`src/rtl/rice_cost_accumulator_if.sv`:
```
// Residual stream in, twelve Rice partition costs out.
// Clock and reset travel as plain ports beside this bundle.
interface rice_cost_accumulator_if #(
  parameter int unsigned RES_W = 16,
  parameter int unsigned SUM_W = 32
);
  logic             iEnable;
  logic             iValid;
  logic [RES_W-1:0] iResidual;
  logic [SUM_W-1:0] oSum0, oSum1, oSum2, oSum3, oSum4, oSum5;
  logic [SUM_W-1:0] oSum6, oSum7, oSum8, oSum9, oSum10, oSum11;
  logic             oDone;
  logic [15:0]      oCount;

  modport master (
    output iEnable, iValid, iResidual,
    input  oSum0, oSum1, oSum2, oSum3, oSum4, oSum5,
    input  oSum6, oSum7, oSum8, oSum9, oSum10, oSum11,
    input  oDone, oCount
  );

  modport slave (
    input  iEnable, iValid, iResidual,
    output oSum0, oSum1, oSum2, oSum3, oSum4, oSum5,
    output oSum6, oSum7, oSum8, oSum9, oSum10, oSum11,
    output oDone, oCount
  );
endinterface

```
`src/rtl/rice_cost_accumulator.sv`:
```
// Rice cost accumulator: zig-zag folds each residual and accumulates the exact
// Rice-coded bit cost of the partition for k = 0..11 through a 3-stage pipeline.
// Optional macro ACC_SATURATE_EN: accumulators saturate instead of wrapping.
module rice_cost_accumulator #(
  parameter int unsigned RES_W         = 16,
  parameter int unsigned PARTITION_LEN = 16,
  parameter int unsigned SUM_W         = 32
) (
  input logic                    iClock,
  input logic                    iReset,
  rice_cost_accumulator_if.slave bus
);
  localparam int unsigned NumK = 12;
  localparam int unsigned UW   = RES_W + 1;
  localparam int unsigned CW   = RES_W + 2;
  // Index of the last residual; 65536 becomes 16'hFFFF, so the counter wraps naturally.
  localparam logic [15:0] LastIdx = 16'(PARTITION_LEN - 1);

  function automatic logic [SUM_W-1:0] acc_add(input logic [SUM_W-1:0] a,
                                               input logic [CW-1:0] c);
`ifdef ACC_SATURATE_EN
    logic [SUM_W:0] s;
    s = {1'b0, a} + (SUM_W + 1)'(c);
    // Every cost is at least 1, so a saturated total stays saturated.
    return s[SUM_W] ? {SUM_W{1'b1}} : s[SUM_W-1:0];
`else
    return a + SUM_W'(c);
`endif
  endfunction

  logic [15:0]      count_q, count_d;
  logic             v1_q, v1_d, last1_q, last1_d;
  logic [UW-1:0]    u_q, u_d;
  logic             v2_q, v2_d, last2_q, last2_d;
  logic [CW-1:0]    c_q [NumK];
  logic [CW-1:0]    c_d [NumK];
  logic [SUM_W-1:0] acc_q [NumK];
  logic [SUM_W-1:0] acc_d [NumK];
  logic [SUM_W-1:0] sum_q [NumK];
  logic [SUM_W-1:0] sum_d [NumK];
  logic             done_q, done_d;
  logic             accept, is_last;

  assign accept  = bus.iEnable & bus.iValid;
  assign is_last = (count_q == LastIdx);

  // S1: fold, partition position counter and last-sample tag.
  always_comb begin
    // Zig-zag: 2r for r >= 0, -2r-1 otherwise, done as shift-and-xor with the sign.
    u_d     = {bus.iResidual, 1'b0} ^ {UW{bus.iResidual[RES_W-1]}};
    v1_d    = accept;
    last1_d = accept & is_last;
    count_d = count_q;
    if (!bus.iEnable) begin
      count_d = '0;
    end else if (bus.iValid) begin
      count_d = is_last ? 16'd0 : count_q + 16'd1;
    end
  end

  // S2: per-k sample cost (u >> k) + 1 + k.
  always_comb begin
    v2_d    = bus.iEnable & v1_q;
    last2_d = last1_q;
    for (int k = 0; k < NumK; k++) begin
      c_d[k] = CW'(u_q >> k) + CW'(k + 1);
    end
  end

  // S3: accumulate; on the last sample publish the total and restart from zero.
  always_comb begin
    done_d = 1'b0;
    for (int k = 0; k < NumK; k++) begin
      acc_d[k] = acc_q[k];
      sum_d[k] = sum_q[k];
    end
    if (!bus.iEnable) begin
      for (int k = 0; k < NumK; k++) begin
        acc_d[k] = '0;
      end
    end else if (v2_q) begin
      done_d = last2_q;
      for (int k = 0; k < NumK; k++) begin
        if (last2_q) begin
          sum_d[k] = acc_add(acc_q[k], c_q[k]);
          acc_d[k] = '0;
        end else begin
          acc_d[k] = acc_add(acc_q[k], c_q[k]);
        end
      end
    end
  end

  // Pipeline, counter, accumulator and published-sum registers.
  always_ff @(posedge iClock or negedge iReset) begin
    if (!iReset) begin
      count_q <= '0;
      v1_q    <= 1'b0;
      last1_q <= 1'b0;
      u_q     <= '0;
      v2_q    <= 1'b0;
      last2_q <= 1'b0;
      done_q  <= 1'b0;
      for (int k = 0; k < NumK; k++) begin
        c_q[k]   <= '0;
        acc_q[k] <= '0;
        sum_q[k] <= '0;
      end
    end else begin
      count_q <= count_d;
      v1_q    <= v1_d;
      last1_q <= last1_d;
      if (accept) u_q <= u_d;
      v2_q    <= v2_d;
      last2_q <= last2_d;
      done_q  <= done_d;
      for (int k = 0; k < NumK; k++) begin
        if (v1_q) c_q[k] <= c_d[k];
        acc_q[k] <= acc_d[k];
        sum_q[k] <= sum_d[k];
      end
    end
  end

  assign bus.oSum0  = sum_q[0];
  assign bus.oSum1  = sum_q[1];
  assign bus.oSum2  = sum_q[2];
  assign bus.oSum3  = sum_q[3];
  assign bus.oSum4  = sum_q[4];
  assign bus.oSum5  = sum_q[5];
  assign bus.oSum6  = sum_q[6];
  assign bus.oSum7  = sum_q[7];
  assign bus.oSum8  = sum_q[8];
  assign bus.oSum9  = sum_q[9];
  assign bus.oSum10 = sum_q[10];
  assign bus.oSum11 = sum_q[11];
  assign bus.oDone  = done_q;
  assign bus.oCount = count_q;
endmodule

```
`src/flat_wrapper.sv`:
```
// flat-port wrapper written by rule: the top's interface ports become plain ports
module rice_cost_accumulator_flat 
#(
  parameter int unsigned RES_W         = 16,
  parameter int unsigned PARTITION_LEN = 16,
  parameter int unsigned SUM_W         = 32
)
  (iClock, iReset, bus_iEnable, bus_iValid, bus_iResidual, bus_oSum0, bus_oSum1, bus_oSum2, bus_oSum3, bus_oSum4, bus_oSum5, bus_oSum6, bus_oSum7, bus_oSum8, bus_oSum9, bus_oSum10, bus_oSum11, bus_oDone, bus_oCount);
  rice_cost_accumulator_if #(.RES_W(RES_W), .SUM_W(SUM_W)) bus_i ();
  input logic iClock;
  input logic iReset;
  input wire logic [$bits(bus_i.iEnable)-1:0] bus_iEnable;
  input wire logic [$bits(bus_i.iValid)-1:0] bus_iValid;
  input wire logic [$bits(bus_i.iResidual)-1:0] bus_iResidual;
  output wire logic [$bits(bus_i.oSum0)-1:0] bus_oSum0;
  output wire logic [$bits(bus_i.oSum1)-1:0] bus_oSum1;
  output wire logic [$bits(bus_i.oSum2)-1:0] bus_oSum2;
  output wire logic [$bits(bus_i.oSum3)-1:0] bus_oSum3;
  output wire logic [$bits(bus_i.oSum4)-1:0] bus_oSum4;
  output wire logic [$bits(bus_i.oSum5)-1:0] bus_oSum5;
  output wire logic [$bits(bus_i.oSum6)-1:0] bus_oSum6;
  output wire logic [$bits(bus_i.oSum7)-1:0] bus_oSum7;
  output wire logic [$bits(bus_i.oSum8)-1:0] bus_oSum8;
  output wire logic [$bits(bus_i.oSum9)-1:0] bus_oSum9;
  output wire logic [$bits(bus_i.oSum10)-1:0] bus_oSum10;
  output wire logic [$bits(bus_i.oSum11)-1:0] bus_oSum11;
  output wire logic [$bits(bus_i.oDone)-1:0] bus_oDone;
  output wire logic [$bits(bus_i.oCount)-1:0] bus_oCount;
  assign bus_i.iEnable = bus_iEnable;
  assign bus_i.iValid = bus_iValid;
  assign bus_i.iResidual = bus_iResidual;
  assign bus_oSum0 = bus_i.oSum0;
  assign bus_oSum1 = bus_i.oSum1;
  assign bus_oSum2 = bus_i.oSum2;
  assign bus_oSum3 = bus_i.oSum3;
  assign bus_oSum4 = bus_i.oSum4;
  assign bus_oSum5 = bus_i.oSum5;
  assign bus_oSum6 = bus_i.oSum6;
  assign bus_oSum7 = bus_i.oSum7;
  assign bus_oSum8 = bus_i.oSum8;
  assign bus_oSum9 = bus_i.oSum9;
  assign bus_oSum10 = bus_i.oSum10;
  assign bus_oSum11 = bus_i.oSum11;
  assign bus_oDone = bus_i.oDone;
  assign bus_oCount = bus_i.oCount;
  rice_cost_accumulator #(.RES_W(RES_W), .PARTITION_LEN(PARTITION_LEN), .SUM_W(SUM_W)) u_core (.iClock(iClock), .iReset(iReset), .bus(bus_i));
endmodule
```
`config.mk`:
```
export PLATFORM = sky130hd
export DESIGN_NAME = rice_cost_accumulator_flat
export DESIGN_NICKNAME = d
export VERILOG_FILES = /design/src/rtl/rice_cost_accumulator_if.sv /design/src/rtl/rice_cost_accumulator.sv /design/src/flat_wrapper.sv
export SDC_FILE = /design/constraint.sdc
export NUM_CORES = 2
export LEC_CHECK = 0
export BUFFER_PORTS_ARGS = -buffer_cell sky130_fd_sc_hd__buf_2
export CAP_MARGIN = 25
export CORE_ASPECT_RATIO = 0.75
export CORE_MARGIN = 2
export CORE_UTILIZATION = 55
export DETAILED_ROUTE_END_ITERATION = 8
export PLACE_DENSITY = 0.77
export SYNTH_ARGS = -nofsm -noshare
export SYNTH_HDL_FRONTEND = slang
export SYNTH_SLANG_ARGS = --single-unit
export TNS_END_PERCENT = 100
```
`constraint.sdc`:
```
create_clock -name iClock -period 4.9 [get_ports iClock]
set_input_delay 0.49 -clock iClock [delete_from_list [all_inputs] [get_ports iClock]]
set_output_delay 0.49 -clock iClock [all_outputs]
set_load 0.05 [all_outputs]
```
### Yosys cells after proc, flatten, opt, wreduce, memory -nomap -nowiden

Index checks and enable logic that the tools add are counted.
W data, S select, Z words.

* register bits: 1022
* output and inout port bits: 401
* word-level logic and storage cells: 95

* add/sub/neg operators: 25
* equality and inequality tests: 3
* muxes and demuxes: 19
* bitwise gates (word level): 4
* reduce and logical (&&, ||, !) cells: 1

Operator list (count)
* $mux W384: 2
* $add A32 B18 Y32: 12
* $mux W32: 12
* $mux W16: 3
* $add A17 B1 Y18 const B: 1
* $add A16 B2 Y17 const B: 1
* $xor A17 B17 Y17: 1
* $add A15 B2 Y16 const B: 1
* $add A16 B1 Y16 const B: 1
* $eq A16 B4 Y1 const B: 1
* $add A14 B3 Y15 const B: 1
* $add A13 B3 Y14 const B: 1
* $add A12 B3 Y13 const B: 1
* $add A11 B3 Y12 const B: 1
* $add A10 B4 Y11 const B: 1
* $add A9 B4 Y10 const B: 1
* $add A8 B4 Y9 const B: 1
* $add A7 B4 Y8 const B: 1
* $add A6 B4 Y7 const B: 1
* $ne A2 B1 Y1 const B: 2
* $and A1 B1 Y1: 3
* $reduce_and A3 Y1: 1
* $mux W1: 2

### Logic depth before layout (Yosys ltp)

* word-level depth: 4
* mapped depth: 11
* gate-level depth less buffers: 10

### Least setup slack after synthesis

Ideal clock, no wire load.

* kind: reg-to-reg
* from: register, netlist name u_core.c_q[109]
* to: register u_core.sum_q (netlist bit u_core.bus.oSum6[24])
* library setup time: 132 ps
* arrival time: 2729 ps
* setup slack: 2039 ps
* cell stages (with the launch flop): 11
* path through: dfrtp_1 ha_1 fa_1 a211o_1 a2111oi_4 nor3b_2 or4_1 buf_6 nand4_2 xor2_1 o21ai_1

RTL lines
* to (signal, indexed assignment): line rice_cost_accumulator.sv:120 `sum_q[k] <= sum_d[k];`
* to (decl): line rice_cost_accumulator.sv:39 `logic [SUM_W-1:0] sum_q [NumK];`

==> metrics.txt <==
outcome completed; clock sinks about 940; largest net degree at the start of global routing 200; global-route wire length before repair about 210000 um; post_cts resized 0; Lkg Pwr ~0.025 uW; Worst VDD drop 0.315 mV; hold bufs inserted after CTS 1; Syn Std Cell Area 48700 um^2; Distinct cells, synth approximately 100; WHS 127 ps; Finished Core Util 62.6%; endpoints failing hold 0; startpoint types register; endpoint class of the critical path register; Overflow after GRT 0; Slew HR 28.6%; Post-Route M1 WL 60300 um; initial DRC count ~3300; met3 WL 10000 um; Peak Freq 310 MHz; Internal 13700 uW; Hold Crit Class input pin to register; Via density 5.94; sw frac 28.3%; critical path required time 5410 ps; Clock power frac between 40% and 50%; I/O Buffers 420; layout cells sized above 1 a little over an eighth; final RePlAce weighted congestion between 0.9 and 1; dpl hpwl 89000 um; width of the die 348 um; sequential group share of total power 44.2%; Critical Path AT 3740 ps; Crit Path Max Fanout 7; First-pass DRT Iterations 6; global-route usage over all layers 28.7%; clk_lat worst skew 660 ps; PwrDens ~350 nW/um^2; vias approximately 40000; synth-to-layout area growth 12.8%; Mapped Cells 5232; sequential area share after synthesis 48.1%; synth warn 0; final instance area around 55000 um^2; Routed Antenna Nets 0; Max Cap Viol 0; Layout fillers 7215; Root Driver clkbuf_16; EDFF count, synth 0; Worst Tran Pin Value between 1000 and 1500 ps; CTS Buf Count 94; core area around 88000 um^2; H-tree levels 3; Switch Pwr 5390 uW; Die H 262 um; post-synthesis register bit count roughly 940; Clock Path Buffers 3; placed inst area 51600 um^2; Clock transition at path regs approximately 60 ps; Final Routed Wirelength approximately 130000 um; DRC 0; met2 routed WL between 50000 and 60000 um; Post-synth ARST share 100%; synthesized area per cell approximately 9.3 um^2; vias in the first global route ~38000; Wirelength per Cell approximately 20 um; effective utilization at floorplan 55.5%; Primary FF master, synth dfrtp_1; # IOs around 420; TritonCTS clock tree yes; setup TNS 0 ps; Nets 5660; final setup vio count 0; top sig layer met5; Setup CP Type register to register; Clock Skews 33.5 ps; # rows 94; Final period util 65.9%; initial antenna violation count 8; count of final max-slew check failures 0; Comb power frac 15.2%; setup ws final roughly 1700 ps; Syn Nets 5420; RSZ-0062 raised after global routing no; worst slack, placed 1690 ps; Tmin final 3230 ps; DIE AREA 90900 um^2; post-CTS setup buffers 0
[layer usage]
metal / GRT usage (%) / vias up
li1: - / 18900
met4: 8.63 / 14
met1: 41.8 / 19300
met2: 43.3 / 1305
met5: 0 / -
met3: 6.00 / 241
[worst max-delay path, stage by stage, from the launching register on]
cell	delay, ps
dfrtp_1	410
ha_1	220
fa_1	420
a211o_1	360
a2111oi_4	350
nor3b_2	130
or4_1	730
nand4_2	230
xor2_1	160
o21ai_1	70
[power groups by stage]
stage               Clock [uW]  Combinational [uW]  Sequential (uW)
floorplan                    0                2020             8420
CTS                       7840                2890             8420
finish                    7730                2910             8430
detailed placement           0                2860             8550
global route              8150                3230             8460
global placement             0                2780             8540
[per-stage QoR]
stage	total power, uW	cells
3_3_place_gp	11300	6524
5_1_grt	19800	6701
3_5_place_dp	11400	6524
4_1_cts	19100	6698
2_1_floorplan	10400	5232
6_report	19100	6703
[synth_stat cells, types with 27 or more instances]
cell | n | area share [%]
o21a_1 | 30 | 0.46
nor2_1 | 226 | 1.7
nor3_1 | 38 | 0.39
nand3_1 | 136 | 1.4
or3_1 | 63 | 0.81
mux2_2 | 35 | 0.81
dfrtp_1 | 936 | 48
xnor2_1 | 252 | 4.5
o21ai_0 | 576 | 5.9
buf_2 | 39 | 0.40
clkbuf_1 | 261 | 2.0
nand2_1 | 801 | 6.2
nand4_1 | 58 | 0.75
a21oi_1 | 312 | 3.2
a21o_1 | 64 | 0.99
and3_1 | 74 | 0.95
o31ai_1 | 76 | 1.2
xor2_1 | 188 | 3.4
a31oi_1 | 123 | 1.6
ha_1 | 156 | 4.0
a22o_1 | 40 | 0.72
o21bai_1 | 27 | 0.42
inv_1 | 115 | 0.89
nor4_1 | 30 | 0.39
o21ai_1 | 161 | 1.7
[layout by cell type (no fill, tap or decap), drive strengths merged, types with 30 or more instances in the layout]
cell type  Yosys  layout
buf           67     472
clkbuf       262     122
nor2         233     233
and3          74      74
nor3          44      44
a31oi        123     123
mux2          35      35
nand2        802     802
a21o          64      64
or3           64      64
inv          120     124
o31ai         78      78
o21a          30      30
ha           156     156
o21ai        739     739
xor2         188     188
a22o          40      40
nand4         63      63
xnor2        252     252
a21oi        318     318
dfrtp        936     936
nor4          36      36
nand3        140     140
[kinds of logic (layout without fill, tap and decap cells)]
logic type	Yosys count	after routing	share of synthesized area, %
adder cells (fa/ha/maj)	168	168	4.50
multiplexers	53	53	1.18
flip-flops	936	936	48.1
AO/OA/AOI/OAI	1585	1585	19.2
buffers and inverters	451	768	3.61
XOR/XNOR	440	440	7.92
AND/OR/NAND/NOR	1599	1599	15.4
other	0	2	0
[final cells by class]
type | instances | area (um^2) | area share, %
Multi-Input combinational cell | 3845 | 23500 | 42.9
Sequential cell | 936 | 23400 | 42.6
Timing Repair Buffer | 473 | 2760 | 5.02
Clock buffer | 122 | 2620 | 4.77
Tap cell | 1152 | 1440 | 2.62
Clock inverter | 51 | 682 | 1.24
Inverter | 122 | 459 | 0.836
Antenna cell | 2 | 5.00 | 0.00911
[sequential cells by signal, summed over array words and instances, names as in the netlist]
name               flops
u_core.acc_q         384
u_core.bus.oCount     16
u_core.bus.oDone       1
u_core.bus.oSum0      32
u_core.bus.oSum1      32
u_core.bus.oSum10     32
u_core.bus.oSum11     32
u_core.bus.oSum2      32
u_core.bus.oSum3      32
u_core.bus.oSum4      32
u_core.bus.oSum5      32
u_core.bus.oSum6      32
u_core.bus.oSum7      32
u_core.bus.oSum8      32
u_core.bus.oSum9      32
u_core.c_q           131
u_core.last1_q         1
u_core.last2_q         1
u_core.u_q            16
u_core.v1_q            1
u_core.v2_q            1
[worst paths after layout]
path                            slack [ps]  cells past startpoint              start                   end
worst max-delay path                  1670                      9    u_core.c_q[109]  u_core.bus.oSum6[24]
worst min register to register         360                      0     u_core.last1_q        u_core.last2_q
worst max register to register        1670                      9    u_core.c_q[109]  u_core.bus.oSum6[24]
max in group asynchronous             3180                      3             iReset  u_core.bus.oSum0[21]
min in group asynchronous              460                      2             iReset  u_core.bus.oSum4[16]
worst min-delay path                   130                      3  bus_iResidual[11]        u_core.u_q[12]
Power figures use the tool's default switching activity.
